### src/rtl/secded_dec_pipe.sv
// rtl/secded_dec_pipe.sv - two-stage SECDED(39,32) decoder with valid/ready handshake
// Error counters are built only when SECDED_ERRCNT_EN is defined; otherwise ce_cnt/ue_cnt read 0.
module secded_dec_pipe #(
    parameter int CNT_W = 16
) (
    input  logic             clk,
    input  logic             rst,
    input  logic             in_valid,
    output logic             in_ready,
    input  logic [38:0]      IN,
    output logic             out_valid,
    input  logic             out_ready,
    output logic [31:0]      OUT,
    output logic             ce,
    output logic             ue,
    input  logic             cnt_clr,
    output logic [CNT_W-1:0] ce_cnt,
    output logic [CNT_W-1:0] ue_cnt
);

    // Hamming position (1..38) that carries data bit j
    function automatic int data_pos(input int j);
        int n;
        int r;
        n = 0;
        r = 0;
        for (int pos = 1; pos <= 38; pos++) begin
            if ((pos & (pos - 1)) != 0) begin
                if (n == j) r = pos;
                n++;
            end
        end
        return r;
    endfunction

    logic        en;
    logic        s1_valid;
    logic [38:0] s1_cw;
    logic [5:0]  s1_syn;
    logic        s1_p;
    logic [5:0]  syn_c;
    logic [38:0] fixed_c;
    logic [31:0] data_c;
    logic        ce_c;
    logic        ue_c;

    assign en       = !out_valid || out_ready;
    assign in_ready = en;

    always_comb begin
        syn_c = '0;
        for (int i = 0; i < 38; i++) begin
            for (int k = 0; k < 6; k++) begin
                if ((((i + 1) >> k) & 1) != 0) syn_c[k] = syn_c[k] ^ IN[i];
            end
        end
    end

    always_ff @(posedge clk or posedge rst) begin
        if (rst) begin
            s1_valid <= 1'b0;
            s1_cw    <= '0;
            s1_syn   <= '0;
            s1_p     <= 1'b0;
        end else if (en) begin
            s1_valid <= in_valid;
            if (in_valid) begin
                s1_cw  <= IN;
                s1_syn <= syn_c;
                s1_p   <= ^IN;
            end
        end
    end

    // Odd overall parity means a single error; syndrome 0 then points at the parity bit itself
    always_comb begin
        fixed_c = s1_cw;
        ce_c    = 1'b0;
        ue_c    = 1'b0;
        if (s1_p) begin
            if (s1_syn == 6'd0) begin
                ce_c = 1'b1;
            end else if (s1_syn <= 6'd38) begin
                ce_c = 1'b1;
                for (int i = 0; i < 38; i++) begin
                    if (s1_syn == 6'(i + 1)) fixed_c[i] = ~s1_cw[i];
                end
            end else begin
                ue_c = 1'b1;
            end
        end else if (s1_syn != 6'd0) begin
            ue_c = 1'b1;
        end
    end

    always_comb begin
        data_c = '0;
        for (int j = 0; j < 32; j++) data_c[j] = fixed_c[data_pos(j) - 1];
    end

    always_ff @(posedge clk or posedge rst) begin
        if (rst) begin
            out_valid <= 1'b0;
            OUT       <= '0;
            ce        <= 1'b0;
            ue        <= 1'b0;
        end else if (en) begin
            out_valid <= s1_valid;
            if (s1_valid) begin
                OUT <= data_c;
                ce  <= ce_c;
                ue  <= ue_c;
            end
        end
    end

`ifdef SECDED_ERRCNT_EN
    logic xfer;
    assign xfer = out_valid && out_ready;

    always_ff @(posedge clk or posedge rst) begin
        if (rst) begin
            ce_cnt <= '0;
            ue_cnt <= '0;
        end else if (cnt_clr) begin
            ce_cnt <= '0;
            ue_cnt <= '0;
        end else if (xfer) begin
            if (ce && ce_cnt != '1) ce_cnt <= ce_cnt + CNT_W'(1);
            if (ue && ue_cnt != '1) ue_cnt <= ue_cnt + CNT_W'(1);
        end
    end
`else
    logic unused_cnt_clr;
    assign unused_cnt_clr = cnt_clr;
    assign ce_cnt = '0;
    assign ue_cnt = '0;
`endif

endmodule

### config.mk
export PLATFORM = sky130hd
export DESIGN_NAME = secded_dec_pipe
export DESIGN_NICKNAME = d
export VERILOG_FILES = /design/src/rtl/secded_dec_pipe.sv
export SDC_FILE = /design/constraint.sdc
export NUM_CORES = 1
export LEC_CHECK = 0
export BUFFER_PORTS_ARGS = -buffer_cell sky130_fd_sc_hd__buf_2
export CAP_MARGIN = 40
export CORE_UTILIZATION = 54
export DETAILED_ROUTE_END_ITERATION = 6
export PLACE_DENSITY = 0.81
export SLEW_MARGIN = 5
export SYNTH_ARGS = -nofsm -noshare
export SYNTH_HDL_FRONTEND = slang
export SYNTH_SLANG_ARGS = --single-unit
### constraint.sdc
create_clock -name clk -period 3.45 [get_ports clk]
set_clock_uncertainty 0.15 [all_clocks]
set_input_delay 0.69 -clock clk [delete_from_list [all_inputs] [get_ports clk]]
set_output_delay 0.69 -clock clk [all_outputs]
set_load 0.005 [all_outputs]
# Yosys cells after proc, flatten, opt, wreduce, memory -nomap -nowiden
# Index checks and enable logic that the tools add are counted.
dict set report word_totals {
  ff_bits 81
  elab_cells 230
  in_bits 44
  output_inout_bits 68
}
dict set report op_classes {
  magnitude_cmp 1
  reduce_logical 7
  eq_ne 38
  bitwise 128
  muxes 48
}
# cell n
set ops {}
lappend ops {{$mux 38} 3}
lappend ops {{$eq 6x5->1 const B} 16}
lappend ops {{$xor 1x1->1} 90}
lappend ops {{$eq 6x4->1 const B} 8}
lappend ops {{$mux 1} 45}
lappend ops {{$eq 6x6->1 const B} 7}
lappend ops {{$reduce_xor 39->1} 1}
lappend ops {{$not 1->1} 38}
lappend ops {{$eq 6x3->1 const B} 4}
lappend ops {{$eq 6x2->1 const B} 2}
lappend ops {{$eq 6x1->1 const B} 1}
lappend ops {{$le 6x6->1 const B} 1}
lappend ops {{$logic_not 6->1} 1}
lappend ops {{$reduce_bool 6->1} 1}
lappend ops {{$reduce_and 2->1} 2}
lappend ops {{$logic_not 1->1} 1}
lappend ops {{$logic_or 1x1->1} 1}

# Depth between registers and ports, before layout
# Gate-level depths: netlist of run 1.
dict set report logic_depth {
  depth_word 18
  mapped_depth 7
  ltp_nobuf 5
}

# Worst setup path before layout of run 1
# No wires, ideal clock.
dict set report synth_timing {
  path_kind {input-to-reg}
  startpoint {input port IN[30]}
  endpoint {register s1_p}
  setup_slack_ns 1.082
  path_buffers 0
  setup_time_ns 0.076
  arrival_time_ns 2.142
  required_ns 3.224
  stages 5
  cell_sequence {xnor3_2 -> xnor3_1 -> xnor3_1 -> xnor3_1 -> o21ai_1}
}
dict set report synth_via {
  elab_chain_len 1
}
# item line_no
set synth_rtl {}
lappend synth_rtl {{start, declared} 10} ;# input logic [38:0] IN,
lappend synth_rtl {{$reduce_xor 39->1} 70} ;# s1_p <= ^IN;
lappend synth_rtl {{end signal, assigned} 70}
lappend synth_rtl {{end, declared} 40} ;# logic s1_p;
# Every way passes these cells.
# A chain may end at the register's enable or synchronous reset.

# Final worst setup path of run 1
# Same ends and word-level chain as after synthesis.

==> results.yml, run 1 <==
run_status:
  outcome: "finished, final reports clean"
critical_path:
  crit_chain: "buf_2, xnor3_2, xnor3_1, xnor3_1, xnor3_1, o21ai_1"
  r2r-start: "s1_syn[1]"
  cp.required_ns: 3.57
  crit_top_cell: "xnor3_1"
  critical-path-top-delay-family: "XOR/XNOR gates"
  r2r_end: "OUT[5]"
  worst-path-buf-inv: 1
  crit_path_start: "IN[30]"
  path_class: "in -> reg"
  critPathCaptureType: "flop"
  slowest_stage: "xnor3_2"
  crit_fanout: 3
  critPathLaunchType: "input port"
  r2r_cells: 5
  r2r_setup_slack_ns: 1.34
  cp.arrival_ns: 2.45
  slowest_delay_ns: 0.47
grt:
  track_usage_pct: 23.1
  grt-ovfl-total: 0
  first_global_vias: 2971
  antenna_found_initial: 0
  grt_max_degree: 45
  grt_first_pass_wirelength_um: 14600
clock_tree:
  postCtsResizedCells: 0
  max-clock-path-buffers: 2
  clk_latency_ns: 0.36
  htreeDepth: 3
  root_buffer: "clkbuf_8"
  cts_sinks: 75
  cts_tree: "done"
  path_clk_slew_ns: 0.08
  cts_setup_buffers: 0
  cts_inserted_buffers: 9
  hold_buffers: 0
layout:
  antennaDiodeCount: 0
  nets: 518
  post-route-cell-area_um2: 4990
  multiInputGateArea_um2: 2240
  fillers: 628
  seq_area_um2: 1880
  drive_gt1_share_pct: 30.1
  synthToLayoutAreaGrowth_pct: 14.6
sta:
  relSlewSlack_pct: 62.1
  finalMaxSlewViolations: 0
  hold_violations: 0
  fmax_mhz: 429
  period_share_pct: 67.5
  setup_violations: 0
  worst_slack_ns: 1.12
  rsz0062_at_grt: "no"
  period_minus_slack_ns: 2.33
  fin_setup_tns_ns: 0
  holdWs_ns: 0.253
  worst_pin_slew_ns: 0.567
synth:
  synth_simple_gate_area_share_pct: 10.4
  synth_top_area_share_pct: 43.1
  synth_compound_area_share_pct: 5.55
  synth-xor-area-share_pct: 23.9
  synth-seq-cells: 75
  synth-seq-area-share_pct: 43.1
  synth_top_cells_by_area: "dfrtp_1 43%, mux2_2 8.8%, xnor2_1 8.7%"
  synthFlopType: "dfrtp_1"
  yosysWarnings: 0
  syn-mean-instance-area_um2: 10.9
  synth_fa_ha_area_share_pct: 0
  async_reset_ff_share_pct: 100
  syn_inst: 401
  synth_top_family_by_area: "XOR/XNOR gates"
  synth_edf_count: 0
  synth_cell_type_count: 37
  synth_area_leader_cell: "dfrtp_1"
  syn_area_um2: 4350
  synth_mux_area_share_pct: 8.80
drt:
  num_vias: 2960
  drc: 0
  wire_per_inst_um: 15.7
  vias_per_cell: 5.10
  drt_iter0_drc: 124
  ant_nets: 0
  drtPass1Iterations: 4
  routed_wl_um: 9090
die:
  die_area_um2: 8420
  core_um2: 7770
  die_h_um: 91.8
  io_pins: 112
  die_w_um: 91.8
  rows: 32
  initial_core_util_pct: 56.0
power:
  p_leak_uw: 0.00223
  irDropWorstVdd_uv: 235
  power.density_nw_per_um2: 675
placement:
  placed_cell_area_um2: 4730
  gp_congestion: 0.900
  pre_cts_slack_ns: 0.793
  hpwl_um: 7010
  io_buffers: 78
worst_hold_path:
  min_path_type: "in -> async"
flow_run:
  cap_violations: 0
metrics by stage:
| step | utilization [%] | std cells | total power [µW] |
|---|---|---|---|
| after floorplan | - | 432 | 2160 |
| after global placement | 60.2 | 563 | 2420 |
| after detailed placement | 60.9 | 565 | 2490 |
| after CTS | 64.2 | 580 | 3390 |
| after global routing | 64.2 | 580 | 3560 |
| final | 64.2 | 580 | 3370 |
state kept, by name (all words and copies together), names as in the netlist:
register / count
s1_syn: 6
s1_cw: 32
OUT: 32
ue: 1
s1_p: 1
out_valid: 1
ce: 1
s1_valid: 1
worst register-to-register path, cell delays in order (launching register included):
cell and delay [ns]:
dfrtp_1 0.52, nor2b_1 0.51, nand3_1 0.17, nor4_1 0.35, xnor2_1 0.18, a21oi_1 0.09
layout by cell type (no fill, tap or decap), drive strengths merged, types with 16 or more instances in the layout:
cell type / n
buf: 84
dfrtp: 75
xnor2: 44
nor2: 43
mux2: 34
a21oi: 32
conb: 32
xor2: 31
nand2: 19
nand3: 16
cells by family (layout without fill, tap and decap cells):
family / count (synthesis) / in the layout
AO/OA/AOI/OAI: 44 / 44
XOR/XNOR: 91 / 91
buffers and inverters: 57 / 103
flip-flops: 75 / 75
multiplexers: 34 / 34
other: 1 / 32
AND/OR/NAND/NOR: 99 / 99
layout make-up:
class | instances | area share [%]
Tap cell | 102 | 2.56
Timing Repair Buffer | 84 | 9.38
Sequential cell | 75 | 37.6
Inverter | 4 | 0.301
Clock inverter | 5 | 2.51
Clock buffer | 10 | 2.76
Multi-Input combinational cell | 300 | 44.9
worst max path at each step:
| stage | endpoint | slack, ns | cells after the start |
|---|---|---|---|
| 6_report | s1_p | 1.12 | 6 |
| 5_1_grt | s1_p | 1.09 | 6 |
| 4_1_cts | s1_p | 1.14 | 6 |
| 3_5_place_dp | s1_p | 0.79 | 6 |
| 3_3_place_gp | s1_p | 0.87 | 6 |
| 2_1_floorplan | OUT[0] | 0.70 | 1 |
power breakdown:
part | internal, µW | switching (µW)
Clock | 568 | 322
Combinational | 576 | 556
Sequential | 1120 | 221
Total | 2270 | 1100
cell usage after synthesis, types with 2 or more instances:
cell	number
a21oi_1	32
and2_1	3
buf_1	4
buf_4	32
clkbuf_1	15
clkbuf_8	2
dfrtp_1	75
inv_1	4
mux2_2	34
nand2_1	18
nand2b_1	2
nand3_1	16
nand4_1	4
nor2_1	43
nor2b_1	5
nor3_1	2
o21ai_0	6
o21ai_1	2
xnor2_1	43
xnor3_1	9
xnor3_2	2
xnor3_4	3
xor2_1	31
layer usage:
layer	GRT usage [%]	share of wire, %	wire length (µm)
met1	29.7	42	3850
met2	39.0	51	4620
met3	3.73	5.1	467
met4	9.64	1.6	147
met5	0	0	0
(Power assumes the default switching activity.)
==> run 2, diff against run 1 <==
--- a/config.mk
+++ b/config.mk
@@ -5,11 +5,12 @@
 export SDC_FILE = /design/constraint.sdc
 export NUM_CORES = 1
 export LEC_CHECK = 0
+export ABC_AREA = 1
 export BUFFER_PORTS_ARGS = -buffer_cell sky130_fd_sc_hd__buf_2
 export CAP_MARGIN = 40
-export CORE_UTILIZATION = 54
+export CORE_UTILIZATION = 56
 export DETAILED_ROUTE_END_ITERATION = 6
-export PLACE_DENSITY = 0.81
+export PLACE_DENSITY = 0.82
 export SLEW_MARGIN = 5
 export SYNTH_ARGS = -nofsm -noshare
 export SYNTH_HDL_FRONTEND = slang
==> constraint.sdc (replaced) <==
create_clock -name clk -period 2.29 [get_ports clk]
set_clock_uncertainty 0.15 [all_clocks]
set_input_delay 0.458 -clock clk [delete_from_list [all_inputs] [get_ports clk]]
set_output_delay 0.458 -clock clk [all_outputs]
set_load 0.005 [all_outputs]
==> run 2 against run 1 <==
Effect of this change: critical path type is now reg -> reg; global-route usage rose by 1.8 points; setup slack got worse by 0.83 ns; largest cell class unchanged; sequential power rose by 42%; non-clock buffer count fell by 1; die area rose by 14%; critical path depth rose by 6; highest routed layer unchanged; the flow now finishes with violations (design-rule violations).
==> results.yml, run 2 <==
layout:
  drive_gt1_share_pct: 14.7
  fillers: 796
  nets: 833
  synthToLayoutAreaGrowth_pct: 10.2
  layout_common_cells: "267 x nand2_1, 78 x buf_2, 75 x dfrtp_1"
  instances_no_fill: 902
  antennaDiodeCount: 0
  layout_commonest_cell: "nand2_1"
  largest_registers: "OUT x32, s1_cw x32, s1_syn x6"
synth:
  synth_top_cells_by_area: "dfrtp_1 36%, nand2_1 19%, xor2_1 9.7%"
  synth_edf_count: 0
  synth_compound_area_share_pct: 5.47
  synthFlopType: "dfrtp_1"
  async_reset_ff_share_pct: 100
  synth-seq-cells: 75
  yosysWarnings: 0
  syn_inst: 725
  synth_simple_gate_area_share_pct: 30.4
  synth_fa_ha_area_share_pct: 0
  synth_top_family_by_area: "simple AND/OR/NAND/NOR gates"
  synth-seq-area-share_pct: 36.3
  synth_top_area_share_pct: 36.3
  synth-xor-area-share_pct: 15.7
  syn-mean-instance-area_um2: 7.13
  synth_area_leader_cell: "dfrtp_1"
  synth_mux_area_share_pct: 0
  syn_area_um2: 5170
  synth_cell_type_count: 30
  synthTopCellsByCount: "267 x nand2_1, 75 x dfrtp_1, 59 x inv_1, 57 x xor2_1, 49 x nand3_1"
  yosysMostFrequentCell: "nand2_1"
critical_path:
  critical-path-top-delay-family: "simple AND/OR/NAND/NOR gates"
  cp.required_ns: 2.43
  crit_path_start: "s1_syn[0]"
  cp.arrival_ns: 2.14
  slowest_stage: "dfrtp_1"
  r2r_end: "OUT[11]"
  slowest_delay_ns: 0.42
  crit_fanout: 21
  crit_cells: 12
  worst-path-buf-inv: 3
  crit_top_cell: "nand2_2"
  setup.worst_path.end: "OUT[11]"
  critPathCaptureType: "flop"
  r2r_cells: 12
  r2r_setup_slack_ns: 0.29
  path_class: "reg -> reg"
  r2r-start: "s1_syn[0]"
  crit_chain: "inv_1, nand2_2, nor2_4, nand2_2, nand3_2, nand2_2, clkinv_2, nand2_2, inv_2, a21oi_1, nand3b_1, nand2_1"
  critPathLaunchType: "flop"
clock_tree:
  cts_setup_buffers: 0
  cts_inserted_buffers: 9
  path_clk_slew_ns: 0.08
  postCtsResizedCells: 0
  clk_latency_ns: 0.35
  root_buffer: "clkbuf_8"
  max-clock-path-buffers: 2
  cts_tree: "done"
  cts_sinks: 75
  hold_buffers: 0
  htreeDepth: 3
drt:
  ant_nets: 0
  vias_per_cell: 5.02
  drt_iter0_drc: 266
  drtPass1Iterations: 7
  routed_wl_um: 11300
  wire_per_inst_um: 12.5
  num_vias: 4525
  drc: 7
sta:
  fmax_mhz: 500
  holdWs_ns: 0.0622
  finalMaxSlewViolations: 0
  period_share_pct: 87.3
  period_minus_slack_ns: 2.00
  rsz0062_at_grt: "no"
  fin_setup_tns_ns: 0
  hold_violations: 0
  setup_violations: 0
die:
  rows: 34
  die_h_um: 98.1
  io_pins: 112
  die_area_um2: 9620
  core_um2: 8850
  initial_core_util_pct: 58.4
  die_w_um: 98.1
power:
  irDropWorstVdd_uv: 322
  power.density_nw_per_um2: 798
  p_leak_uw: 0.00308
grt:
  grt-ovfl-total: 0
  antenna_found_initial: 0
  grt_max_degree: 76
  first_global_vias: 4096
  track_usage_pct: 24.9
  grt_first_pass_wirelength_um: 19100
run_status:
  violations: "design-rule violations"
  outcome: "finished with violations"
placement:
  gp_congestion: 0.984
  hpwl_um: 8960
  dp.cells: 886
  io_buffers: 78
flow_run:
  cap_violations: 0
worst_hold_path:
  min_path_type: "in -> async"
run 2: cell types whose count changed after synthesis, moves of 10 or more:
cell	delta
a21oi_1	-27
inv_1	+55
mux2_2	-34
nand2_1	+249
nand3_1	+33
o21ai_0	+22
o21ai_1	+20
xnor2_1	-10
xor2_1	+26
run 2: power breakdown:
part	internal (µW)	switching, µW	leakage [µW]
combinational	634	1000	0.00205
sequential	1650	244	0.000930
clock	532	482	0.000102
total	2820	1730	0.00308
run 2: area by class of cell:
type / count / area, µm² / area share [%]
Inverter: 63 / 241 / 4.24
Tap cell: 108 / 135 / 2.37
Timing Repair Buffer: 83 / 453 / 7.95
Clock buffer: 10 / 138 / 2.42
Sequential cell: 75 / 1880 / 32.9
Multi-Input combinational cell: 557 / 2790 / 48.9
Clock inverter: 6 / 65.1 / 1.14
run 2: stage by stage:
| step | instance area [µm²] | total power [µW] | util, % | setup WS (ns) |
|---|---|---|---|---|
| 2_1_floorplan | 5290 | 3080 | - | 0.499 |
| 3_3_place_gp | 5490 | 3480 | 62.1 | 0.260 |
| 3_5_place_dp | 5490 | 3550 | 62.1 | 0.255 |
| 4_1_cts | 5700 | 4560 | 64.4 | 0.320 |
| 5_1_grt | 5700 | 4900 | 64.4 | 0.0439 |
| 6_report | 5700 | 4550 | 64.4 | 0.291 |
run 2: routing by layer:
metal	vias to the layer above	GRT usage, %	routed length [µm]	share of wire [%]
met3	17	4.58	671	5.9
met1	2053	34.9	5190	46
met5	-	0	0	0
li1	2297	-	-	-
met2	158	39.4	5280	47
met4	0	7.34	155	1.4
run 2: logic make-up after synthesis:
family,Yosys count
AOI/OAI and AO/OA,56
buffers and inverters,124
other,1
xor gates and xnor gates,91
and+or+nand+nor,378
DFF,75
run 2: tightest hold or removal path, cell delays in order:
cell and delay (ns):
buf_2 0.11, clkinvlp_4 0.07, buf_12 0.33
run 2: worst min path at each step:
stage,start,end,depth (start not counted)
after floorplan,s1_valid,out_valid,2
after global placement,OUT[31],OUT[31],2
after detailed placement,OUT[18],OUT[18],2
after CTS,rst,OUT[26],3
after global routing,rst,OUT[31],3
final,rst,OUT[26],3
